File: src/rtl/libhdl_jkdrvn.sv
// Command-driven excitation generator for an external N-bit JK register.
// Each command drives J/K for one cycle, then checks the fed-back Q against the expected value.
module libhdl_jkdrvn #(
  parameter int unsigned N = 1
) (
  input  logic         ck,
  input  logic         rn,
  input  logic         cmd_valid,
  output logic         cmd_ready,
  input  logic [1:0]   cmd_op,
  input  logic [N-1:0] cmd_data,
  input  logic [N-1:0] q_fb,
  output logic [N-1:0] j,
  output logic [N-1:0] k,
  output logic         done,
  output logic         mismatch,
  output logic         err,
  input  logic         err_clr
);

  typedef enum logic [1:0] {
    IDLE  = 2'd0,
    DRIVE = 2'd1,
    CHECK = 2'd2
  } state_t;

  typedef enum logic [1:0] {
    OP_LOAD   = 2'b00,
    OP_CLEAR  = 2'b01,
    OP_SET    = 2'b10,
    OP_TOGGLE = 2'b11
  } op_t;

  state_t       state, state_nx;
  logic [N-1:0] e, e_nx;
  logic [N-1:0] j_nx, k_nx;
  logic         done_nx, mismatch_nx, err_nx;

  assign cmd_ready = (state == IDLE);

  always_comb begin
    // NOTE: every output of this block gets a default first, so no path can infer a latch.
    state_nx    = state;
    e_nx        = e;
    j_nx        = '0;
    k_nx        = '0;
    done_nx     = 1'b0;
    mismatch_nx = 1'b0;
    err_nx      = err_clr ? 1'b0 : err;

    unique case (state)
      IDLE: begin
        if (cmd_valid) begin
          state_nx = DRIVE;
          unique case (op_t'(cmd_op))
            OP_LOAD: begin
              // Bits already equal to the target get J=K=0 and simply hold.
              j_nx = cmd_data & ~q_fb;
              k_nx = ~cmd_data & q_fb;
              e_nx = cmd_data;
            end
            OP_CLEAR: begin
              k_nx = '1;
              e_nx = '0;
            end
            OP_SET: begin
              j_nx = '1;
              e_nx = '1;
            end
            OP_TOGGLE: begin
              j_nx = cmd_data;
              k_nx = cmd_data;
              e_nx = q_fb ^ cmd_data;
            end
            default: ;
          endcase
        end
      end
      DRIVE: state_nx = CHECK;
      CHECK: begin
        state_nx    = IDLE;
        done_nx     = 1'b1;
        mismatch_nx = (q_fb != e);
        // A mismatch on the same edge as err_clr keeps the error flag set.
        if (q_fb != e) err_nx = 1'b1;
      end
      default: state_nx = IDLE;
    endcase
  end

  always_ff @(posedge ck or negedge rn) begin
    if (!rn) begin
      state <= IDLE;
    end else begin
      // NOTE: sequential state uses non-blocking assignments so all registers update together.
      state <= state_nx;
    end
  end

  always_ff @(posedge ck or negedge rn) begin
    if (!rn) begin
      e        <= '0;
      j        <= '0;
      k        <= '0;
      done     <= 1'b0;
      mismatch <= 1'b0;
      err      <= 1'b0;
    end else begin
      e        <= e_nx;
      j        <= j_nx;
      k        <= k_nx;
      done     <= done_nx;
      mismatch <= mismatch_nx;
      err      <= err_nx;
    end
  end

endmodule

File: config.mk
export PLATFORM = sky130hd
export DESIGN_NAME = libhdl_jkdrvn
export DESIGN_NICKNAME = d
export VERILOG_FILES = /design/src/rtl/libhdl_jkdrvn.sv
export SDC_FILE = /design/constraint.sdc
export NUM_CORES = 1
export LEC_CHECK = 0
export ABC_AREA = 1
export CORE_AREA = 2 2 39 41
export DETAILED_ROUTE_END_ITERATION = 10
export DIE_AREA = 0 0 41 43
export PLACE_DENSITY_LB_ADDON = 0.3
export SLEW_MARGIN = 5
export SYNTH_ARGS = -nofsm -noshare
export SYNTH_HDL_FRONTEND = slang
export SYNTH_SLANG_ARGS = --single-unit
File: constraint.sdc
create_clock -name ck -period 2.11 [get_ports ck]
set_input_delay 0.5275 -clock ck [delete_from_list [all_inputs] [get_ports ck]]
set_output_delay 0.5275 -clock ck [all_outputs]
set_load 0.01 [all_outputs]
# After elaboration in Yosys (flattened, before gate mapping)
# Index checks and enable logic that the tools add are counted.
[classes]
addsub = 0
multipliers = 0
n_div = 0
order_cmp = 0
n_eq_ne = 7
shift = 0
n_mux = 14
bitwise = 5
reduce_logical = 3
[ops]
columns = ["op", "count"]
rows = [
  ["$mux 1", 9],
  ["$eq 2x2->1 const B", 3],
  ["$pmux 1 s3", 2],
  ["$eq 2x1->1 const B", 2],
  ["$logic_not 2->1", 2],
  ["$pmux 1 s4", 1],
  ["$pmux 2 s2", 1],
  ["$and 1x1->1", 2],
  ["$mux 2", 1],
  ["$ne 2x2->1 const B", 1],
  ["$not 1->1", 2],
  ["$reduce_and 2->1", 1],
  ["$ne 1x1->1", 1],
  ["$xor 1x1->1", 1],
]
[totals]
reg_bits = 8
latch_bits = 0
ram_bits = 0
mem_bits_ro = 0
input_bits = 8
output_inout_bits = 6
word_cells = 36
mem_count = 0

# Depth between registers and ports, before layout
# Gate-level depths: netlist of the first run.
[depth]
ltp_word = 5
depth_mapped = 7
mapped_depth_nobuf = 7

# Worst setup path before layout of the first run
# Ideal clock, no wire load.
[synth_path]
kind = "input -> register"
from = "input port cmd_data"
to = "register e"
arrival_time_ps = 1015
setup_slack_ps = 978
path_stages = 7
path_buffers = 0
cell_sequence = "inv_1 -> ha_1 -> nand2_1 -> nand2_1 -> nand2_1 -> nand2_1 -> nand2_1"
[synth_between]
elab_chain_cells = 2
[synth_rtl]
columns = ["element", "line_no", "text"]
rows = [
  ["start, declared", "11", "input logic [N-1:0] cmd_data,"],
  ["$xor 1x1->1", "73", "e_nx = q_fb ^ cmd_data;"],
  ["$pmux 1 s4 (*)", "55", "unique case (op_t'(cmd_op))"],
  ["end signal, assigned", "109", "e <= e_nx;"],
  ["end, declared", "35", "logic [N-1:0] e, e_nx;"],
]
# Every way passes the cells marked *; elsewhere a longest branch is shown, timed or not.
# A chain may end at the register's enable or synchronous reset.

# Worst setup path in the final report of the first run
[layout_path]
from = "register state[0]"
to = "output port cmd_ready"
[layout_between]
elab_chain_cells = 1
[layout_rtl]
columns = ["element", "line_no", "text"]
rows = [
  ["start, declared", "34", "state_t state, state_nx;"],
  ["start signal, assigned", "96", "state <= state_nx;"],
  ["$logic_not 2->1", "39", "assign cmd_ready = (state == IDLE);"],
  ["end, declared", "9", "output logic cmd_ready,"],
]
# Every way passes these cells.

==> flow_summary_export.csv, run 1 <==
group,metric,value,unit
outcome,status,"complete, no violations",
critical_path,reg2reg_depth,4,
detailed_routing,firstDrtPassIters,3,
synthesis,syn_nets,52,
place,dp.cells,71,
critical_path,worst_setup_path_start_kind,"flip-flop",
final_layout,synthToLayoutAreaGrowth,47.1,%
place,gp_congestion,0.701,
power_and_ir_drop,leakagePower,0.280,nW
cts,clkLatencyLatePin,0.24,ns
synthesis,syn_avg_cell_area,8.73,sq um
power_and_ir_drop,power_density,729,mW/mm^2
synthesis,synth.area.mux_share,0,%
final_layout,final_layout_size_suffix_gt1_share,13.8,%
timing,relSlewSlack,76.1,%
critical_path,crit_arrival,1.30,ns
place,hpwlAfterDp,489,um
detailed_routing,postRouteAntennaNets,0,
worst_hold_path,holdCritPathClass,"flip-flop to flip-flop",
timing,min_period_over_period,86.5,%
timing,rsz0062_at_grt,"false",
floorplan,coreArea,0.00138,sq mm
floorplan,num_io_pins,14,
cts,post_cts_buffers,0,
synthesis,post_synth_inst_count,42,
global_route,grt.met3_usage,1.57,%
floorplan,initial_core_util,26.5,%
critical_path,critPathSlowestCell,"clkdlybuf4s50_1",
synthesis,synth-seq-cells,8,
place,dp_slack,0.305,ns
critical_path,cp.required,1.58,ns
timing,drv_slew,0,
synthesis,synth_top_family_by_area,"simple AND/OR/NAND/NOR gates",
critical_path,r2r_slack,1.29,ns
cts,hold_buffers,0,
run,cap_viol_max_count,0,
global_route,grt_start_max_net_pins,9,
synthesis,ys.warnings.count,0,
place,io_buffers,13,
critical_path,path_depth,2,
timing,final.setup.worst_slack,0.285,ns
floorplan,die_w,41,um
synthesis,yosys.area_share.adder,6.83,%
timing,timing.fmax,548,MHz
timing,clock_skew,0.00579,ns
global_route,grt_pass1_vias,288,
synthesis,ys_types,12,
synthesis,yosysTopAreaCellShare,54.6,%
global_route,top_usage_layer,"met2",
critical_path,path_buf_inv,1,
critical_path,worst-setup-path-type,"flip-flop to output pin",
cts,cts.htree.levels,1,
final_layout,n_antenna_cell,0,
floorplan,die_area,0.00176,sq mm
synthesis,ys_seq_area_share,54.6,%
final_layout,fin_area,539,sq um
detailed_routing,vias_per_cell,4.09,
cts,ctsResizeCount,0,
floorplan,die_h,43,um
floorplan,rows,14,
synthesis,synth_area_leaders,"dfrtp_1 (55%), nand2_1 (14%), ha_1 (6.8%), inv_1 (6.1%), nor2_4 (3.1%)",
synthesis,synth_xor_area_share,0,%
synthesis,yosys.area_share.simple,22.9,%
cts,clockRootBuffer,"clkbuf_4",
timing,tns,0,ns
cts,clk_pin_slew,0.05,ns
critical_path,timing.critical_path.fanout_max,2,
global_route,grt_pass1_wl,1.04,mm
global_route,met2_usage,14.4,%
detailed_routing,totalWireLength,590,um
critical_path,path_delay_family,"buffers and inverters",
power_and_ir_drop,peakVddDrop,0.217,mV
detailed_routing,wl_per_cell,7.97,um
synthesis,synth_compound_area_share,7.51,%
detailed_routing,route.detailed.drc,0,
global_route,overflow,0,
synthesis,synth_top_cell_by_area,"dfrtp_1",
place,place_area,517,sq um
critical_path,worstPathCellList,"nor2_4, clkdlybuf4s50_1",
worst_hold_path,min_path_cells,2,
final_layout,utilization,39.0,%
final_layout,fin_nets,70,
critical_path,cpPeakStageDelay,0.54,ns
critical_path,worstSetupEndpointType,"output pin",
global_route,use_met1,8.91,%
global_route,track_usage,8.91,%
detailed_routing,dr.first_iter.drc_count,2,
synthesis,synth_area,367,sq um
timing,period_needed,1.83,ns
timing,tightest_slew,0.357,ns
cts,cts_sinks,8,
global_route,antenna_found_initial,0,
detailed_routing,vias,303,
cts,cts_tree,"done",
cts,cts_buffer_depth,2,
final_layout,regArea,200,sq um
final_layout,final_cells,74,
final_layout,multiInputGateArea,136,sq um
cts,cts_made_buffers,3,
timing,finalSetupViolations,0,
final_layout,fill_cells,144,
timing,finalHoldViolCount,0,
==> registers in the layout, summed over array words and instances (netlist names) <==
signal / flops
k: 1
state: 2
e: 1
mismatch: 1
err: 1
done: 1
j: 1
==> metrics by stage <==
stage	hold slack, ns	power (W)
after floorplan	0.232	0.000233
after global placement	0.484	0.000286
after detailed placement	0.492	0.000288
after CTS	0.503	0.000401
after global routing	0.534	0.000421
final	0.498	0.000393
==> cells in the final DEF (no fill, tap or decap) <==
cell	Yosys	routed
nor2_4	1	1
nand2_2	1	1
inv_2	2	2
a21oi_1	2	2
o21bai_1	1	1
dfrtp_1	8	8
clkdlybuf4s50_1	0	13
inv_1	6	6
nand2_1	14	14
nor2_1	2	2
nor2_2	1	1
clkbuf_4	0	3
ha_1	2	2
o21ai_1	2	2
==> metal layers <==
layer	share of wire [%]	vias up	wire, um
li1	-	158	-
met1	47	136	277
met2	47	9	277
met3	5.9	0	35
met4	0	0	0
met5	0	-	0
==> cell usage after synthesis, drive strengths merged <==
| master | count |
|---|---|
| nand2 | 15 |
| dfrtp | 8 |
| inv | 8 |
| nor2 | 4 |
| a21oi | 2 |
| ha | 2 |
| o21ai | 2 |
| o21bai | 1 |
==> power breakdown <==
group          total (W)  internal (W)  switching [W]
combinational  0.0000975     0.0000529      0.0000445
sequential      0.000186      0.000174      0.0000123
clock           0.000109     0.0000646      0.0000446
==> path summary, 6_finish.rpt <==
kind,startpoint,to
min in group asynchronous,rn,e
worst max register to register,state[0],e
worst min-delay path,err,err
max in group asynchronous,rn,state[0]
worst max-delay path,state[0],cmd_ready
worst min register to register,err,err
==> kinds of logic (layout without fill, tap and decap cells) <==
group / Yosys count / count (layout)
AO/OA/AOI/OAI: 5 / 5
buffers and inverters: 8 / 24
flip-flops: 8 / 8
AND/OR/NAND/NOR: 19 / 19
adder cells (fa/ha/maj): 2 / 2
==> cell type report <==
| cell class | count | area share, % |
|---|---|---|
| flip-flops and latches | 8 | 37.1 |
| multi-input cells | 26 | 25.3 |
| repair buffers | 13 | 24.1 |
| inverters | 8 | 5.57 |
| clock buffers | 3 | 4.18 |
| well taps | 16 | 3.71 |
==> tightest hold or removal path: cells and delay by family, from the launching register on <==
kind / cells / cell delay, ns
DFF: 1 / 0.34
and+or+nand+nor: 1 / 0.05
AOI/OAI and AO/OA: 1 / 0.07
No activity file was read; power rests on OpenSTA's default activity.
==> run 2, diff against run 1 <==
- CTS_BUF_LIST: not set -> sky130_fd_sc_hd__clkbuf_2 sky130_fd_sc_hd__clkbuf_4 sky130_fd_sc_hd__clkbuf_8
==> results of run 2 <==
No change in the layout: final DEF, timing and power equal those of run 1.
==> run 3, diff against run 2 <==
- CORE_AREA: 2 2 39 41 -> 5 5 42 44
- DIE_AREA: 0 0 41 43 -> 0 0 47 49
- RECOVER_POWER: not set -> 50
==> run 3 against run 2 <==
Critical path depth stayed put; worst hold slack hardly changed; sequential power barely moved; utilization is 0.67 points lower; first-iteration DRC count shrank 100%; largest cell class unchanged; non-clock buffer count did not move; clock skew about the same; fmax increased by 0.51%; critical path type unchanged.
==> flow_summary_export.csv, run 3 (synthesis results as in run 1) <==
group,metric,value,unit
place,gp_congestion,0.699,
critical_path,cpPeakStageDelay,0.54,ns
final_layout,fin_nets,70,
detailed_routing,wl_per_cell,8.34,um
final_layout,final_layout_size_suffix_gt1_share,12.1,%
detailed_routing,dr_wl_met2,282,um
floorplan,die_w,47,um
detailed_routing,postRouteAntennaNets,0,
global_route,grt_pass1_wl,1.09,mm
cts,cts.htree.levels,1,
detailed_routing,top_layer,"met4",
timing,min_period_over_period,86.1,%
detailed_routing,dr.first_iter.drc_count,0,
cts,ctsResizeCount,0,
cts,clk_pin_slew,0.05,ns
power_and_ir_drop,share_clk_of_total_power,27.8,%
timing,final.setup.worst_slack,0.294,ns
cts,cts_tree,"done",
place,dp_slack,0.311,ns
detailed_routing,vias_per_cell,4.09,
power_and_ir_drop,combPwrFrac,24.6,%
critical_path,critPathSlowestCell,"clkdlybuf4s50_1",
global_route,track_usage,6.54,%
floorplan,num_io_pins,14,
place,io_buffers,13,
critical_path,timing.critical_path.fanout_max,2,
final_layout,largest_register_ff_count,2,
timing,relSlewSlack,77.0,%
global_route,grt_pass1_vias,275,
final_layout,final_common_cell,"nand2_1",
power_and_ir_drop,internal_power,0.000291,W
power_and_ir_drop,seq_power_share,47.6,%
critical_path,path_buf_inv,1,
critical_path,cp.required,1.58,ns
final_layout,fill_cells,149,
floorplan,rows,14,
timing,finalSetupViolations,0,
run,cap_viol_max_count,0,
cts,post_cts_buffers,0,
worst_hold_path,holdCritPathClass,"flip-flop to flip-flop",
floorplan,die_area,0.00230,sq mm
cts,cts_made_buffers,3,
global_route,antenna_found_initial,0,
critical_path,crit_arrival,1.29,ns
floorplan,initial_core_util,26.2,%
cts,cts_sinks,8,
final_layout,regMostFlops,"state",
floorplan,die_h,49,um
timing,timing.fmax,551,MHz
cts,clkLatencyLatePin,0.24,ns
timing,period_needed,1.82,ns
place,hpwlAfterDp,551,um
final_layout,n_antenna_cell,0,
timing,tightest_slew,0.343,ns
power_and_ir_drop,p_sw_share,25.7,%
outcome,status,"complete, no violations",
detailed_routing,totalWireLength,617,um
detailed_routing,firstDrtPassIters,1,
floorplan,coreArea,0.00140,sq mm
power_and_ir_drop,leakagePower,0.280,nW
cts,clockRootBuffer,"clkbuf_4",
critical_path,path_delay_family,"buffers and inverters",
global_route,overflow,0,
critical_path,worstSetupEndpointType,"output pin",
critical_path,worstPathCellList,"nor2_4, clkdlybuf4s50_1",
timing,rsz0062_at_grt,"false",
timing,tns,0,ns
timing,clock_skew,0.00628,ns
detailed_routing,drt-met1-wl,265,um
final_layout,synthToLayoutAreaGrowth,46.4,%
detailed_routing,wl_met3,56,um
detailed_routing,vias,303,
cts,cts_buffer_depth,2,
timing,drv_slew,0,
final_layout,mostFrequentLayoutCells,"nand2_1 (15), clkdlybuf4s50_1 (12), dfrtp_1 (8)",
global_route,grt_start_max_net_pins,9,
power_and_ir_drop,power_density,729,mW/mm^2
power_and_ir_drop,p_total,0.000391,W
power_and_ir_drop,peakVddDrop,0.262,mV
critical_path,worst-setup-path-type,"flip-flop to output pin",
critical_path,worst_setup_path_start_kind,"flip-flop",
power_and_ir_drop,power_switching,0.000101,W
detailed_routing,route.detailed.drc,0,
cts,hold_buffers,0,
timing,finalHoldViolCount,0,
==> run 3: changes by cell type in the layout (fill, tap and decap cells not counted), sizes merged <==
cell	change
clkdlybuf4s50	-1
dlygate4sd3	+1
==> run 3: area by class of cell <==
type | instances | area, sq um | area share (%)
Clock buffer | 3 | 22.5 | 4.20
Inverter | 8 | 30.0 | 5.59
Multi-Input combinational cell | 26 | 134 | 24.9
Sequential cell | 8 | 200 | 37.3
Tap cell | 16 | 20.0 | 3.73
Timing Repair Buffer | 13 | 130 | 24.2
==> run 3: power by group through the flow <==
stage / registers, W / logic [W] / clock network, W
final: 0.000186 / 0.0000964 / 0.000109
after detailed placement: 0.000189 / 0.000100 / 0
after global placement: 0.000189 / 0.0000984 / 0
after CTS: 0.000186 / 0.000101 / 0.000114
after floorplan: 0.000194 / 0.0000394 / 0
after global routing: 0.000190 / 0.000110 / 0.000118
==> run 3: tightest hold or removal path, stage by stage, from the launching register on <==
cell	delay, ns
dfrtp_1	0.34
nand2_1	0.05
o21ai_1	0.07
==> run 3: path summary, 6_finish.rpt <==
path	start	to	slack, ns	cells after the start
worst max-delay path	state[0]	cmd_ready	0.29	2
worst min-delay path	err	err	0.50	2
worst max register to register	state[0]	k	1.24	3
worst min register to register	err	err	0.50	2
max in group asynchronous	rn	k	1.23	1
min in group asynchronous	rn	done	0.62	1
==> run 3: through the flow <==
step	std cells	hold slack, ns	util [%]	cell area (sq um)
floorplan	42	0.232	-	367
global placement	71	0.477	36.9	517
detailed placement	71	0.484	36.9	517
CTS	74	0.495	38.5	539
global route	74	0.537	38.3	537
finish	74	0.497	38.3	537
==> run 3: layer usage <==
| layer | up-vias | GRT usage (%) |
|---|---|---|
| met5 | - | 0 |
| met4 | 0 | 5.53 |
| met3 | 2 | 1.11 |
| met2 | 12 | 8.60 |
| met1 | 128 | 8.82 |
| li1 | 161 | - |
